$ cat src/rtl/oh_fifo_wr_arbiter.sv
// Round-robin write-port arbiter with burst ownership for a CDC FIFO.
// Selection is combinational; the FIFO-facing write strobe, packet and grant are registered.
module oh_fifo_wr_arbiter #(
   parameter int N        = 4,
   parameter int DW       = 104,
   parameter int MAXBURST = 8
) (
   input  logic            clk,
   input  logic            nreset,
   input  logic [N-1:0]    access_in,
   input  logic [N*DW-1:0] packet_in,
   output logic [N-1:0]    wait_out,
   output logic            access_out,
   output logic [DW-1:0]   packet_out,
   input  logic            wait_in,
   output logic [N-1:0]    grant
);

   localparam int IW = $clog2(N);
   localparam int CW = $clog2(MAXBURST + 1);
   localparam logic [CW-1:0] MAXB = CW'(MAXBURST);

   typedef enum logic {ST_IDLE, ST_OWN} state_t;

   state_t          r_state, w_state_next;
   logic [IW-1:0]   r_owner, w_owner_next;
   logic [IW-1:0]   r_rr_ptr, w_rr_next;
   logic [CW-1:0]   r_count, w_count_next;
   logic [N-1:0]    r_grant, w_grant_next;
   logic            r_access;
   logic [DW-1:0]   r_packet;

   logic [IW:0]     w_scan;
   logic [IW-1:0]   w_sel_idx;
   logic [N-1:0]    w_sel_onehot;
   logic [N-1:0]    w_req;
   logic            w_sel_valid;
   logic            w_continue;
   logic            w_accept;
   logic [DW-1:0]   w_sel_pkt;

   // First active requester at or after ptr (mod N); MSB flags a hit.
   function automatic logic [IW:0] rr_scan(input logic [IW-1:0] ptr, input logic [N-1:0] req);
      int j;
      rr_scan = '0;
      for (int k = N - 1; k >= 0; k--) begin
         j = (int'(ptr) + k) % N;
         if (req[j]) rr_scan = {1'b1, IW'(j)};
      end
   endfunction

   // Nothing is selectable while reset is held, so every requester sees pushback.
   assign w_req      = access_in & {N{nreset}};
   assign w_continue = (r_state == ST_OWN) && w_req[r_owner] && (r_count < MAXB);
   assign w_scan     = rr_scan(r_rr_ptr, w_req);
   assign w_sel_valid = w_continue | w_scan[IW];
   assign w_sel_idx   = w_continue ? r_owner : w_scan[IW-1:0];
   assign w_accept    = w_sel_valid & ~wait_in;
   assign w_sel_pkt   = packet_in[w_sel_idx*DW +: DW];

   generate
      for (genvar gi = 0; gi < N; gi++) begin : g_sel
         assign w_sel_onehot[gi] = w_sel_valid && (w_sel_idx == IW'(gi));
         assign wait_out[gi]     = wait_in | ~w_sel_onehot[gi];
      end
   endgenerate

   always_comb begin
      w_state_next = r_state;
      w_owner_next = r_owner;
      w_count_next = r_count;
      w_rr_next    = r_rr_ptr;
      w_grant_next = r_grant;
      if (!wait_in) begin
         if (!w_sel_valid) begin
            w_state_next = ST_IDLE;
            w_grant_next = '0;
            w_count_next = '0;
         end else if (w_continue) begin
            w_count_next = r_count + 1'b1;
         end else begin
            // Any non-continuing selection (including a capped owner winning again) restarts the burst.
            w_state_next = ST_OWN;
            w_owner_next = w_sel_idx;
            w_count_next = CW'(1);
            w_rr_next    = (w_sel_idx == IW'(N - 1)) ? '0 : w_sel_idx + 1'b1;
            w_grant_next = w_sel_onehot;
         end
      end
   end

   always_ff @(posedge clk or negedge nreset) begin
      if (!nreset) begin
         r_state  <= ST_IDLE;
         r_owner  <= '0;
         r_rr_ptr <= '0;
         r_count  <= '0;
         r_grant  <= '0;
         r_access <= 1'b0;
         r_packet <= '0;
      end else begin
         r_state  <= w_state_next;
         r_owner  <= w_owner_next;
         r_rr_ptr <= w_rr_next;
         r_count  <= w_count_next;
         r_grant  <= w_grant_next;
         r_access <= w_accept;
         if (w_accept) r_packet <= w_sel_pkt;
      end
   end

   assign access_out = r_access;
   assign packet_out = r_packet;
   assign grant      = r_grant;

endmodule
$ cat config.mk
export PLATFORM = sky130hd
export DESIGN_NAME = oh_fifo_wr_arbiter
export DESIGN_NICKNAME = d
export VERILOG_FILES = /design/src/rtl/oh_fifo_wr_arbiter.sv
export SDC_FILE = /design/constraint.sdc
export NUM_CORES = 1
export LEC_CHECK = 0
export ABC_AREA = 0
export BUFFER_PORTS_ARGS = -buffer_cell sky130_fd_sc_hd__buf_4
export CORE_AREA = 2 2 206 208
export CTS_CLUSTER_SIZE = 14
export DETAILED_ROUTE_END_ITERATION = 6
export DIE_AREA = 0 0 208 210
export GPL_TIMING_DRIVEN = 1
export PLACE_DENSITY = 0.4
export SLEW_MARGIN = 20
export SYNTH_ARGS = -nofsm -noshare
export SYNTH_HDL_FRONTEND = slang
export SYNTH_SLANG_ARGS = --single-unit
$ cat constraint.sdc
create_clock -name clk -period 2.95 [get_ports clk]
set_input_delay 0.59 -clock clk [delete_from_list [all_inputs] [get_ports clk]]
set_output_delay 0.59 -clock clk [all_outputs]
set_load 0.01 [all_outputs]
* Yosys cells after proc, flatten, opt, wreduce, memory -nomap -nowiden
Index checks and enable logic that the tools add are counted.
** Storage, ports and cells
- Output and inout bits :: 113
- Bits in registers :: 118
- Input bits :: 423
** Cells by class
- Shift operators :: 1
- Reduce and logical (&&, ||, !) cells :: 12
- Bitwise logic cells :: 16
- Multiply operators :: 1
- Muxes and demuxes :: 25
- Add/sub/neg operators :: 5
- Order comparisons :: 6
- Equal/unequal tests :: 4
** Operators with widths (number)
- 416-bit by 10-bit variable part select with 104-bit output :: 1
- 4-bit 2-to-1 mux :: 4
- 3-bit by 4-bit less-than comparator with 1-bit output, second input constant :: 3
- 3-bit 2-to-1 mux :: 4
- 1-bit binary-select mux with 2-bit select :: 5
- 1-bit 2-to-1 mux :: 10
- 1-bit logical AND :: 6
- 2-bit by 3-bit less-than comparator with 1-bit output, second input constant :: 2
- 2-bit by 4-bit multiplier with 6-bit output, second input constant :: 1
- 1-bit NOT :: 6
- 2-bit OR reduction :: 3
- 1-bit bitwise OR :: 5
- 2-bit by 1-bit adder with 2-bit output, second input constant :: 2
- 2-bit adder, second input constant :: 2
- 4-bit by 1-bit adder with 4-bit output, second input constant :: 1
- 4-bit AND :: 1
- 2-bit == test, second input constant :: 2
- 4-bit less-than comparator, second input constant :: 1
- 2-bit 2-to-1 mux :: 2
- 1-bit AND, first input constant :: 3
- 3-bit AND reduction :: 1
- 2-bit by 1-bit == test with 1-bit output, second input constant :: 1
- 2-bit zero test :: 1
- 2-bit inequality test, second input constant :: 1
- 2 further kinds :: 2

* Logic depth before layout (Yosys ltp)
Gate-level depths: netlist of the first run.
- Depth in word-level cells :: 15
- Mapped depth :: 11
- Mapped depth without buffers :: 9

* Worst setup path before layout of the first run
No wires, ideal clock.
- Path type :: input -> output
- Start point :: in access_in[3]
- End point :: out wait_out[3]
- Arrival :: 1.875 ns
- Required time :: 2.360 ns
- Stages :: 10
- Path buffers :: 2
- Path slack :: 0.485 ns
- Cells stage by stage :: mux2i_1 > mux2i_1 > nand2_1 > nand3_2 > nand2_2 > buf_6 > buf_6 > inv_2 > ha_1 > nand2_1
** On the way
- Word-level cells in the longest chain between the ends :: 13
- Elaborated cells between the ends (all ways) :: 26
- Classes of those cells :: eq/ne: 1; mux: 18; bitwise: 4; reduce/logical: 3
** RTL lines
- start, declared :: line 10 : input logic [N-1:0] access_in,
- 4-bit AND * :: line 53 : assign w_req = access_in & {N{nreset}};
- 1-bit binary-select mux with 2-bit select :: line 48 : if (req[j]) rr_scan = {1'b1, IW'(j)};
- 1-bit 2-to-1 mux (not written as such) (2 in series) :: line 48
- 3-bit 2-to-1 mux (4 in series) :: line 48
- 2-bit 2-to-1 mux :: line 57 : assign w_sel_idx = w_continue ? r_owner : w_scan[IW-1:0];
- 2-bit == test :: line 63 : assign w_sel_onehot[gi] = w_sel_valid && (w_sel_idx == IW'(gi));
- 1-bit logical AND * :: line 63
- 1-bit NOT * :: line 64 : assign wait_out[gi] = wait_in | ~w_sel_onehot[gi];
- 1-bit bitwise OR * :: line 64
- end, declared :: line 12 : output logic [N-1:0] wait_out,
Every way passes the cells marked *; elsewhere a longest branch is shown, timed or not. The select of a mux whose other input is x is not followed.

* Worst setup path in the final report of the first run
- Start point :: reg r_owner[0]
- End point :: out wait_out[3]
** On the way
- Word-level cells in the longest chain between the ends :: 9
- Elaborated cells between the ends (all ways) :: 10
- Classes of those cells :: eq/ne: 1; mux: 3; bitwise: 3; reduce/logical: 3
** RTL lines
- start, declared :: line 26 : logic [IW-1:0] r_owner, w_owner_next;
- start signal, assigned :: line 103 : r_owner <= w_owner_next;
- 1-bit binary-select mux with 2-bit select :: line 54 : assign w_continue = (r_state == ST_OWN) && w_req[r_owner] && (r_count < MAXB);
- 1-bit 2-to-1 mux (not written as such) :: line 54
- 1-bit logical AND (2 in series) :: line 54
- 2-bit 2-to-1 mux :: line 57
- 2-bit == test :: line 63
- 1-bit logical AND * :: line 63
- 1-bit NOT * :: line 64
- 1-bit bitwise OR * :: line 64
Marked as above.

==> impl_metrics.sql, run 1 <==
INSERT INTO impl_metrics (metric_group, metric, value, unit) VALUES
('yosys', 'post_synth_instance_area', '7570', 'um2'),
('global_routing', 'vias_in_the_first_global_route', '9575', ''),
('global_routing', 'gr-usage-met1', '0.230', ''),
('run_status', 'run_status', 'complete, no violations', ''),
('routing', 'dr_total_vias', '9015', ''),
('routing', 'drtIter0Drc', '587', ''),
('global_routing', 'grt_overflow', '0', ''),
('power', 'netSwitchingFraction', '0.364', ''),
('power', 'power.share.combinational', '0.483', ''),
('timing', 'hold_viol', '0', ''),
('place', 'detailedPlace.worstSlack', '0.161', 'ns'),
('routing', 'route.detailed.vias_per_inst', '4.86', ''),
('floorplan', 'core-area', '41500', 'um2'),
('timing', 'maxSlewHeadroom', '0.567', ''),
('critical_path', 'r2r_end', 'packet_out[56]$_DFFE_PN0P_', ''),
('cells_and_area', 'drive_above_1_share', '0.540', ''),
('yosys', 'synth_async_sr_flop_share', '1.00', ''),
('floorplan', 'design.die.area', '43700', 'um2'),
('floorplan', 'placementRows', '75', ''),
('yosys', 'yosys.area.top_type', 'sky130_fd_sc_hd__dfrtp_1', ''),
('yosys', 'postSynthNetCount', '1231', ''),
('yosys', 'yosys_most_used_dff', 'sky130_fd_sc_hd__dfrtp_1', ''),
('power', 'switchingPower', '3.34', 'mW'),
('floorplan', 'initial_utilization', '0.183', ''),
('timing', 'fin_max_slew_vios', '0', ''),
('yosys', 'post_synth.cell_area_avg', '9.40', 'um2'),
('critical_path', 'reg2regPathDepth', '9', ''),
('yosys', 'yosys.cell_count.top_type', 'sky130_fd_sc_hd__dfrtp_1', ''),
('yosys', 'netlist_top_cells_area', 'sky130_fd_sc_hd__dfrtp_1 (39%), sky130_fd_sc_hd__mux2_2 (15%), sky130_fd_sc_hd__a221o_1 (14%), sky130_fd_sc_hd__o21ai_0 (7.4%), sky130_fd_sc_hd__a21oi_1 (7.1%)', ''),
('timing', 'worstMarginPinSlew', '0.649', 'ns'),
('critical_path', 'worst-r2r-setup-slack', '0.32', 'ns'),
('yosys', 'synthDistinctLibCells', '36', ''),
('floorplan', 'dieWidth', '208', 'um'),
('yosys', 'synth_top_cell_area_share', '0.390', ''),
('timing', 'achievable-frequency', '0.357', 'GHz'),
('power', 'internal_power', '5.83', 'mW'),
('clock_tree', 'worstSkewPairLatency', '0.43', 'ns'),
('power', 'share_seq_of_total_power', '0.276', ''),
('critical_path', 'crit_path_max_fanout', '6', ''),
('critical_path', 'critical_path_required', '2.36', 'ns'),
('yosys', 'synth_edf_count', '0', ''),
('floorplan', 'floorplan.io_pins', '536', ''),
('clock_tree', 'number_of_buffers_created_by_cts', '17', ''),
('place', 'detailedPlacementHpwl', '30.3', 'mm'),
('yosys', 'synth-seq-cells', '118', ''),
('timing', 'finalSetupTns', '0', 'ns'),
('power', 'irDropWorstVdd', '0.354', 'mV'),
('routing', 'drt-total-wl', '42.8', 'mm'),
('clock_tree', 'max-clock-path-buffers', '2', ''),
('cells_and_area', 'postLayoutCellArea', '12900', 'um2'),
('critical_path', 'cp-end-kind', 'output port', ''),
('place', 'gp_congestion', '0.828', ''),
('timing', 'grt_setup_unrepaired', 'no', ''),
('critical_path', 'timing_worst_setup_path_type', 'register to output port', ''),
('yosys', 'synthCells', '806', ''),
('power', 'p_leak', '5.97', 'nW'),
('cells_and_area', 'finish.net_count', '1729', ''),
('cells_and_area', 'count_of_inserted_antenna_diode_cells', '0', ''),
('clock_tree', 'tritoncts_num_sinks', '118', ''),
('power', 'power_frac_clock', '0.242', ''),
('global_routing', 'grt_first_pass_wirelength', '62.6', 'mm'),
('routing', 'post-route-drc-count', '0', ''),
('routing', 'dr.pass1.iters', '5', ''),
('timing', 'finalWorstSetupSlack', '0.148', 'ns'),
('clock_tree', 'cts_tree', 'built', ''),
('critical_path', 'critical_path.startpoint_type', 'register', ''),
('global_routing', 'top_usage_layer', 'met2', ''),
('clock_tree', 'cts.root.buffer_cell', 'sky130_fd_sc_hd__clkbuf_16', ''),
('routing', 'avgRoutedWirePerCell', '23.0', 'um'),
('global_routing', 'grt_util_met2', '0.324', ''),
('floorplan', 'die_height', '210', 'um');
## cells by family (layout without fill, tap and decap cells)
group	after synthesis	after routing	share of synthesized area
DFF	118	118	0.390
AOI/OAI and AO/OA	337	337	0.297
adders and majority gates	2	2	0.00330
muxes	109	109	0.161
and+or+nand+nor	142	143	0.0940
buffers and inverters	98	608	0.0542
## worst max path at each step
stage	start	slack [ns]	depth (start not counted)	endpoint
2_1_floorplan	access_in[3]	0.48	10	wait_out[3]
6_report	r_owner[0]$_DFFE_PN0P_	0.15	9	wait_out[3]
5_1_grt	r_owner[0]$_DFFE_PN0P_	0.02	9	wait_out[3]
3_5_place_dp	access_in[3]	0.16	9	packet_out[57]$_DFFE_PN0P_
4_1_cts	r_owner[0]$_DFFE_PN0P_	0.07	9	wait_out[3]
3_3_place_gp	access_in[3]	0.22	8	packet_out[54]$_DFFE_PN0P_
## cell usage in the layout (no fill, tap or decap), drive strengths merged, types with 3 or more instances in the layout
cell type and n:
a211oi 3, a21oi 107, a221o 103, and2 3, buf 569, bufinv 3, clkbuf 24, clkinv 3
dfrtp 118, inv 6, mux2 104, mux2i 5, nand2 17, nand2b 3, nand3 105, nor2 7
o21ai 112, o31ai 3
## per-layer routing
| layer | up-vias | routed length [um] | share of wire |
|---|---|---|---|
| li1 | 4133 | - | - |
| met1 | 4403 | 17400 | 0.41 |
| met2 | 427 | 20800 | 0.49 |
| met3 | 52 | 3420 | 0.080 |
| met4 | 0 | 1080 | 0.025 |
| met5 | - | 0 | 0 |
## power by group through the flow
stage | clock (mW) | combinational (mW) | sequential [mW]
floorplan | 0 | 1.97 | 2.73
global placement | 0 | 4.43 | 2.54
detailed placement | 0 | 4.44 | 2.53
CTS | 2.31 | 4.48 | 2.53
global route | 2.38 | 4.78 | 2.61
finish | 2.21 | 4.42 | 2.53
## worst max-delay path: stages (launching register included)
cell,delay (ns)
sky130_fd_sc_hd__dfrtp_1,0.47
sky130_fd_sc_hd__mux2i_2,0.29
sky130_fd_sc_hd__mux2i_1,0.14
sky130_fd_sc_hd__nand2_1,0.19
sky130_fd_sc_hd__nand3_4,0.13
sky130_fd_sc_hd__nand2_8,0.11
sky130_fd_sc_hd__inv_2,0.06
sky130_fd_sc_hd__ha_1,0.21
sky130_fd_sc_hd__nand2_1,0.06
sky130_fd_sc_hd__buf_4,0.12
## layout make-up
type	count	area [um2]
Sequential cell	118	2950
Clock inverter	8	120
Timing Repair Buffer	570	4390
Multi-Input combinational cell	591	4280
Clock buffer	24	492
Tap cell	539	674
Fill cell	4420	28500
Inverter	6	22.5
## registers in the layout, summed over array words and instances (netlist names)
register,cells
r_rr_ptr,2
packet_out,104
r_owner,2
grant,4
r_state,1
access_out,1
r_count,4
## metrics by stage
step / power, mW / hold slack, ns / utilization / std cells
2_1_floorplan: 4.70 / 0.294 / - / 806
3_3_place_gp: 6.97 / 0.391 / 0.296 / 1818
3_5_place_dp: 6.97 / 0.392 / 0.296 / 1818
4_1_cts: 9.32 / 0.270 / 0.311 / 1854
5_1_grt: 9.77 / 0.295 / 0.312 / 1856
6_report: 9.16 / 0.271 / 0.312 / 1856
## repair_timing
| action | CTS | global route |
|---|---|---|
| endpoints found under the hold margin | 1 | 0 |
| setup buffers | 2 | 2 |
| gates resized for setup | 1 | 1 |
| gates cloned | 1 | 0 |
| setup endpoints to repair | 2 | 1 |
| pin swaps | 1 | 0 |
| hold buffers | 1 | 0 |
Note: power is estimated with default switching activity, not from simulation.
==> run 2, diff against run 1 <==
Clock period 2.95 ns to 3.1 ns, I/O delays scaled along.
==> run 2 against run 1 <==
  * Cell count decreased by 0.48%
  * Combinational power shrank 6.6%
  * Sequential share of layout area fell by 0.088 points
  * Hold slack lost 0.0041 ns
  * Flip-flop and latch count did not move
==> impl_metrics.sql, run 2 (synthesis gave the netlist of run 1 again) <==
INSERT INTO impl_metrics (metric_group, metric, value, unit) VALUES
('routing', 'dr.pass1.iters', '5', ''),
('timing', 'grt_setup_unrepaired', 'no', ''),
('cells_and_area', 'drive_above_1_share', '0.538', ''),
('cells_and_area', 'finish.net_count', '1718', ''),
('place', 'port-buffer-count', '535', ''),
('critical_path', 'setup.worst_path.start', 'r_owner[0]$_DFFE_PN0P_', ''),
('routing', 'drtIter0Drc', '620', ''),
('clock_tree', 'clk_pin_slew_worst_paths', '0.06', 'ns'),
('critical_path', 'critical_path_required', '2.48', 'ns'),
('power', 'power_density', '691', 'nW/um2'),
('power', 'switchingPower', '3.18', 'mW'),
('cells_and_area', 'fillCellCount', '4401', ''),
('timing', 'worstMarginPinSlew', '0.780', 'ns'),
('floorplan', 'core-area', '41500', 'um2'),
('place', 'detailedPlacementHpwl', '29.9', 'mm'),
('cells_and_area', 'layout.cells.most_common_list', 'sky130_fd_sc_hd__buf_4 (546), sky130_fd_sc_hd__dfrtp_1 (118), sky130_fd_sc_hd__o21ai_0 (112)', ''),
('critical_path', 'crit_path_max_fanout', '10', ''),
('routing', 'route.detailed.vias_per_inst', '4.85', ''),
('power', 'totalPowerFinal', '8.97', 'mW'),
('clock_tree', 'cts.root.buffer_cell', 'sky130_fd_sc_hd__clkbuf_16', ''),
('floorplan', 'dieWidth', '208', 'um'),
('global_routing', 'grt_overflow', '0', ''),
('routing', 'dr_total_vias', '8962', ''),
('global_routing', 'vias_in_the_first_global_route', '9547', ''),
('floorplan', 'initial_utilization', '0.183', ''),
('job', 'max-cap-violations', '0', ''),
('timing', 'maxSlewHeadroom', '0.480', ''),
('power', 'internal_power', '5.79', 'mW'),
('critical_path', 'timing.rr.start', 'r_owner[0]$_DFFE_PN0P_', ''),
('timing', 'finalSetupTns', '0', 'ns'),
('timing', 'post-route-period-util', '0.936', ''),
('clock_tree', 'worstSkewPairLatency', '0.43', 'ns'),
('timing', 'fin_worst_hold_slack', '0.267', 'ns'),
('hold_path', 'holdCritPathClass', 'input port to asynchronous set/reset pin', ''),
('place', 'gp_congestion', '0.819', ''),
('timing', 'clock-skew-final', '0.00801', 'ns'),
('timing', 'final-setup-viol-count', '0', ''),
('routing', 'drt.antenna.violating_nets', '0', ''),
('critical_path', 'r2r_end', 'packet_out[92]$_DFFE_PN0P_', ''),
('power', 'power.share.combinational', '0.460', ''),
('critical_path', 'cp-end-kind', 'output port', ''),
('clock_tree', 'max-clock-path-buffers', '2', ''),
('global_routing', 'grt_use_total', '0.187', ''),
('cells_and_area', 'largest_reg_flops', '104', ''),
('clock_tree', 'cts-htree-levels', '4', ''),
('timing', 'hold_viol', '0', ''),
('global_routing', 'grt_max_degree', '105', ''),
('routing', 'drt-total-wl', '42.1', 'mm'),
('floorplan', 'placementRows', '75', ''),
('clock_tree', 'tritoncts_num_sinks', '118', ''),
('routing', 'avgRoutedWirePerCell', '22.8', 'um'),
('critical_path', 'worst-r2r-setup-slack', '0.64', 'ns'),
('critical_path', 'critical_path.startpoint_type', 'register', ''),
('critical_path', 'timing_worst_setup_path_type', 'register to output port', ''),
('cells_and_area', 'finish.cell_count_without_fillers', '1847', ''),
('floorplan', 'die_height', '210', 'um'),
('critical_path', 'timing.critical_path.to', 'wait_out[3]', ''),
('timing', 'finalCriticalPeriod', '2.90', 'ns'),
('cells_and_area', 'mostFrequentLayoutCell', 'sky130_fd_sc_hd__buf_4', ''),
('power', 'netSwitchingFraction', '0.355', ''),
('place', 'placed_cells_incl_taps', '1811', ''),
('power', 'power_frac_clock', '0.272', ''),
('floorplan', 'floorplan.io_pins', '536', ''),
('critical_path', 'critical_path_arrival', '2.28', 'ns'),
('clock_tree', 'number_of_buffers_created_by_cts', '17', ''),
('clock_tree', 'cts_tree', 'built', ''),
('power', 'share_seq_of_total_power', '0.268', ''),
('timing', 'achievable-frequency', '0.345', 'GHz'),
('floorplan', 'design.die.area', '43700', 'um2'),
('run_status', 'run_status', 'complete, no violations', ''),
('power', 'irDropWorstVdd', '0.391', 'mV'),
('timing', 'fin_max_slew_vios', '0', ''),
('global_routing', 'antenna_found_initial', '2', ''),
('routing', 'post-route-drc-count', '0', ''),
('power', 'p_leak', '5.97', 'nW'),
('critical_path', 'reg2regPathDepth', '8', ''),
('global_routing', 'grt_first_pass_wirelength', '62.1', 'mm'),
('cells_and_area', 'synth_to_final_area_change', '71.4', '%'),
('clock_tree', 'post_cts.repair.setup_buffers', '0', '');
-- run 2: metrics by stage --
step / util / area, um2 / setup WS (ns)
3_3_place_gp: 0.295 / 12200 / 0.338
5_1_grt: 0.313 / 13000 / 0.0450
3_5_place_dp: 0.295 / 12200 / 0.321
2_1_floorplan: - / 7570 / 0.575
6_report: 0.313 / 13000 / 0.199
4_1_cts: 0.312 / 13000 / 0.0924
-- run 2: final cells by class --
cell class,count,area [um2],area share
diodes,2,5.00,0.000386
inverters,6,22.5,0.00174
clock buffers,19,453,0.0349
repair buffers,559,4340,0.334
well taps,539,674,0.0520
clock inverters,13,250,0.0193
flip-flops and latches,118,2950,0.227
multi-input cells,591,4280,0.330
-- run 2: critical path, cell delays in order, from the launching register on --
cell	delay, ns
sky130_fd_sc_hd__dfrtp_1	0.45
sky130_fd_sc_hd__mux2i_1	0.27
sky130_fd_sc_hd__mux2i_1	0.14
sky130_fd_sc_hd__nand2_2	0.14
sky130_fd_sc_hd__nand3_4	0.16
sky130_fd_sc_hd__nand2_8	0.19
sky130_fd_sc_hd__inv_2	0.08
sky130_fd_sc_hd__ha_1	0.22
sky130_fd_sc_hd__nand2_1	0.07
sky130_fd_sc_hd__buf_4	0.12
-- run 2: timing repair --
action                                  in CTS  in global routing
hold endpoints to repair                     3                  0
gates resized for setup                      0                  2
endpoints found under the setup margin       0                  1
hold buffers                                 1                  0
-- run 2: layer usage --
layer	up-vias	wire length [um]	GRT usage
met5	-	0	0
met4	0	1290	0.0785
met3	49	3110	0.0521
met2	422	19900	0.301
met1	4379	17800	0.235
li1	4112	-	-
-- run 2: worst min path at each step --
stage	start	to	slack [ns]	depth (start not counted)
5_1_grt	nreset	r_rr_ptr[0]$_DFFE_PN0P_	0.28	2
3_5_place_dp	nreset	grant[3]$_DFFE_PN0P_	0.43	1
6_report	nreset	packet_out[8]$_DFFE_PN0P_	0.27	2
2_1_floorplan	nreset	access_out$_DFF_PN0_	0.32	0
3_3_place_gp	nreset	grant[3]$_DFFE_PN0P_	0.43	1
4_1_cts	nreset	packet_out[8]$_DFFE_PN0P_	0.24	2
-- run 2: power by group through the flow --
stage               Combinational, mW  Sequential, mW  Clock, mW
CTS                              4.17            2.40       2.53
global placement                 4.16            2.42          0
detailed placement               4.16            2.41          0
global route                     4.45            2.48       2.59
floorplan                        1.87            2.60          0
finish                           4.13            2.40       2.44
==> run 3, diff against run 2 <==
--- a/constraint.sdc
+++ b/constraint.sdc
@@ -3,2 +3,2 @@
 set_output_delay 0.62 -clock clk [all_outputs]
-set_load 0.01 [all_outputs]
+set_load 0.005 [all_outputs]
==> run 3 against run 2 <==
  * Core utilization is 0.46 points lower
  * Register-to-register slack worse by 0.02 ns
  * Clock power is 20% lower
  * Power is 8.1% lower
  * Clock skew is 0.00053 ns higher
  * Global-route usage is 0.26 points lower
  * Critical path type unchanged
  * Sequential share of layout area is 0.34 points higher
  * Routed wire length is 1.3% lower
==> impl_metrics.sql, run 3 (synthesis gave the netlist of run 1 again) <==
INSERT INTO impl_metrics (metric_group, metric, value, unit) VALUES
('global_routing', 'grt_overflow', '0', ''),
('timing', 'worstMarginPinSlew', '0.930', 'ns'),
('clock_tree', 'number_of_hold_buffers_added_after_cts', '1', ''),
('timing', 'post-route-period-util', '0.935', ''),
('cells_and_area', 'finish.net_count', '1717', ''),
('clock_tree', 'cts-htree-levels', '4', ''),
('hold_path', 'holdCritPathClass', 'input port to asynchronous set/reset pin', ''),
('clock_tree', 'cts_tree', 'built', ''),
('clock_tree', 'worstSkewPairLatency', '0.43', 'ns'),
('timing', 'fin_max_slew_vios', '0', ''),
('clock_tree', 'clk_pin_slew_worst_paths', '0.06', 'ns'),
('critical_path', 'critical_path_arrival', '2.28', 'ns'),
('routing', 'drt-total-wl', '41.6', 'mm'),
('critical_path', 'reg2regPathDepth', '8', ''),
('run_status', 'run_status', 'complete, no violations', ''),
('timing', 'clock-skew-final', '0.00855', 'ns'),
('global_routing', 'grt_use_total', '0.184', ''),
('clock_tree', 'cts.root.buffer_cell', 'sky130_fd_sc_hd__clkbuf_16', ''),
('timing', 'maxSlewHeadroom', '0.380', ''),
('floorplan', 'die_height', '210', 'um'),
('floorplan', 'dieWidth', '208', 'um'),
('global_routing', 'grt_first_pass_wirelength', '61.0', 'mm'),
('cells_and_area', 'synth_to_final_area_change', '68.9', '%'),
('cells_and_area', 'drive_above_1_share', '0.534', ''),
('floorplan', 'design.die.area', '43700', 'um2'),
('global_routing', 'vias_in_the_first_global_route', '9506', ''),
('critical_path', 'critical_path_required', '2.48', 'ns'),
('timing', 'hold_viol', '0', ''),
('job', 'max-cap-violations', '0', ''),
('critical_path', 'r2r_end', 'packet_out[74]$_DFFE_PN0P_', ''),
('routing', 'route.detailed.vias_per_inst', '4.83', ''),
('routing', 'drt.antenna.violating_nets', '0', ''),
('power', 'irDropWorstVdd', '0.333', 'mV'),
('floorplan', 'placementRows', '75', ''),
('cells_and_area', 'layout.cells.most_common_list', 'sky130_fd_sc_hd__buf_4 (548), sky130_fd_sc_hd__dfrtp_1 (118), sky130_fd_sc_hd__o21ai_0 (112)', ''),
('cells_and_area', 'count_of_inserted_antenna_diode_cells', '0', ''),
('routing', 'dr.pass1.iters', '5', ''),
('clock_tree', 'post_cts.repair.setup_buffers', '0', ''),
('routing', 'drtIter0Drc', '545', ''),
('critical_path', 'worst-r2r-setup-slack', '0.62', 'ns'),
('critical_path', 'cp-end-kind', 'output port', ''),
('floorplan', 'initial_utilization', '0.183', ''),
('clock_tree', 'cts-resized-gates', '0', ''),
('routing', 'avgRoutedWirePerCell', '22.5', 'um'),
('global_routing', 'antenna_found_initial', '0', ''),
('timing', 'finalWorstSetupSlack', '0.201', 'ns'),
('power', 'power_density', '645', 'nW/um2'),
('critical_path', 'critical_path.startpoint_type', 'register', ''),
('timing', 'final-setup-viol-count', '0', ''),
('cells_and_area', 'mostFrequentLayoutCell', 'sky130_fd_sc_hd__buf_4', ''),
('timing', 'grt_setup_unrepaired', 'no', ''),
('routing', 'dr_total_vias', '8898', ''),
('timing', 'finalSetupTns', '0', 'ns'),
('clock_tree', 'max-clock-path-buffers', '2', ''),
('critical_path', 'timing.rr.start', 'r_owner[0]$_DFFE_PN0P_', ''),
('routing', 'post-route-drc-count', '0', ''),
('floorplan', 'core-area', '41500', 'um2'),
('global_routing', 'grt_max_degree', '105', ''),
('critical_path', 'crit_path_max_fanout', '50', ''),
('place', 'port-buffer-count', '535', ''),
('power', 'totalPowerFinal', '8.25', 'mW'),
('timing', 'fin_worst_hold_slack', '0.332', 'ns'),
('timing', 'achievable-frequency', '0.345', 'GHz'),
('clock_tree', 'tritoncts_num_sinks', '118', ''),
('power', 'p_leak', '5.90', 'nW'),
('floorplan', 'floorplan.io_pins', '536', ''),
('place', 'gp_congestion', '0.806', ''),
('timing', 'finalCriticalPeriod', '2.90', 'ns'),
('place', 'detailedPlace.worstSlack', '0.361', 'ns'),
('place', 'detailedPlacementHpwl', '29.5', 'mm'),
('cells_and_area', 'largest_reg_flops', '104', ''),
('critical_path', 'timing_worst_setup_path_type', 'register to output port', ''),
('clock_tree', 'number_of_buffers_created_by_cts', '17', '');
==> run 3: cell count changes in the layout (fill, tap and decap cells not counted), sizes merged <==
cell / previous run / this run
clkinvlp: 1 / 0
nand2: 17 / 16
diode: 2 / 0
bufinv: 7 / 1
clkinv: 5 / 7
clkbuf: 19 / 24
==> run 3: worst max-delay path, cell delays in order (launching register included) <==
cell	delay (ns)
sky130_fd_sc_hd__dfrtp_1	0.44
sky130_fd_sc_hd__mux2i_1	0.28
sky130_fd_sc_hd__mux2i_1	0.13
sky130_fd_sc_hd__nand2_1	0.18
sky130_fd_sc_hd__nand3_4	0.14
sky130_fd_sc_hd__nand2_8	0.13
sky130_fd_sc_hd__buf_12	0.26
sky130_fd_sc_hd__nand3_1	0.11
sky130_fd_sc_hd__buf_4	0.15
==> run 3: worst max path at each step <==
| stage | start | endpoint | slack, ns | cells past startpoint |
|---|---|---|---|---|
| after floorplan | access_in[3] | wait_out[3] | 0.61 | 10 |
| after global placement | access_in[3] | wait_out[2] | 0.36 | 8 |
| after detailed placement | access_in[3] | wait_out[2] | 0.36 | 8 |
| after CTS | r_owner[0]$_DFFE_PN0P_ | wait_out[2] | 0.12 | 8 |
| after global routing | r_owner[0]$_DFFE_PN0P_ | wait_out[2] | 0.008 | 8 |
| final | r_owner[0]$_DFFE_PN0P_ | wait_out[2] | 0.20 | 8 |
==> run 3: power breakdown <==
group	leakage, nW	switching, mW	internal, mW
registers	1.47	0.349	2.06
logic	4.15	1.82	2.07
clock network	0.284	0.764	1.18
==> run 3: final cells by class <==
type                    count  area [um2]
clock buffers              24         492
clock inverters             8        72.6
fillers                  4459       28700
inverters                   6        22.5
multi-input cells         590        4260
flip-flops and latches    118        2950
well taps                 539         674
repair buffers            559        4320
==> run 3: per-layer routing <==
metal	track usage	vias up	routed length (um)	share of wire
li1	-	4105	-	-
met1	0.225	4348	17200	0.41
met2	0.308	399	20200	0.49
met3	0.0530	46	3050	0.073
met4	0.0697	0	1100	0.027
met5	0	-	0	0
==> run 3: metrics by stage <==
step / utilization / instance area, um2 / cells
2_1_floorplan: - / 7570 / 806
3_3_place_gp: 0.295 / 12200 / 1811
3_5_place_dp: 0.295 / 12200 / 1811
4_1_cts: 0.308 / 12800 / 1844
5_1_grt: 0.308 / 12800 / 1844
6_report: 0.308 / 12800 / 1844
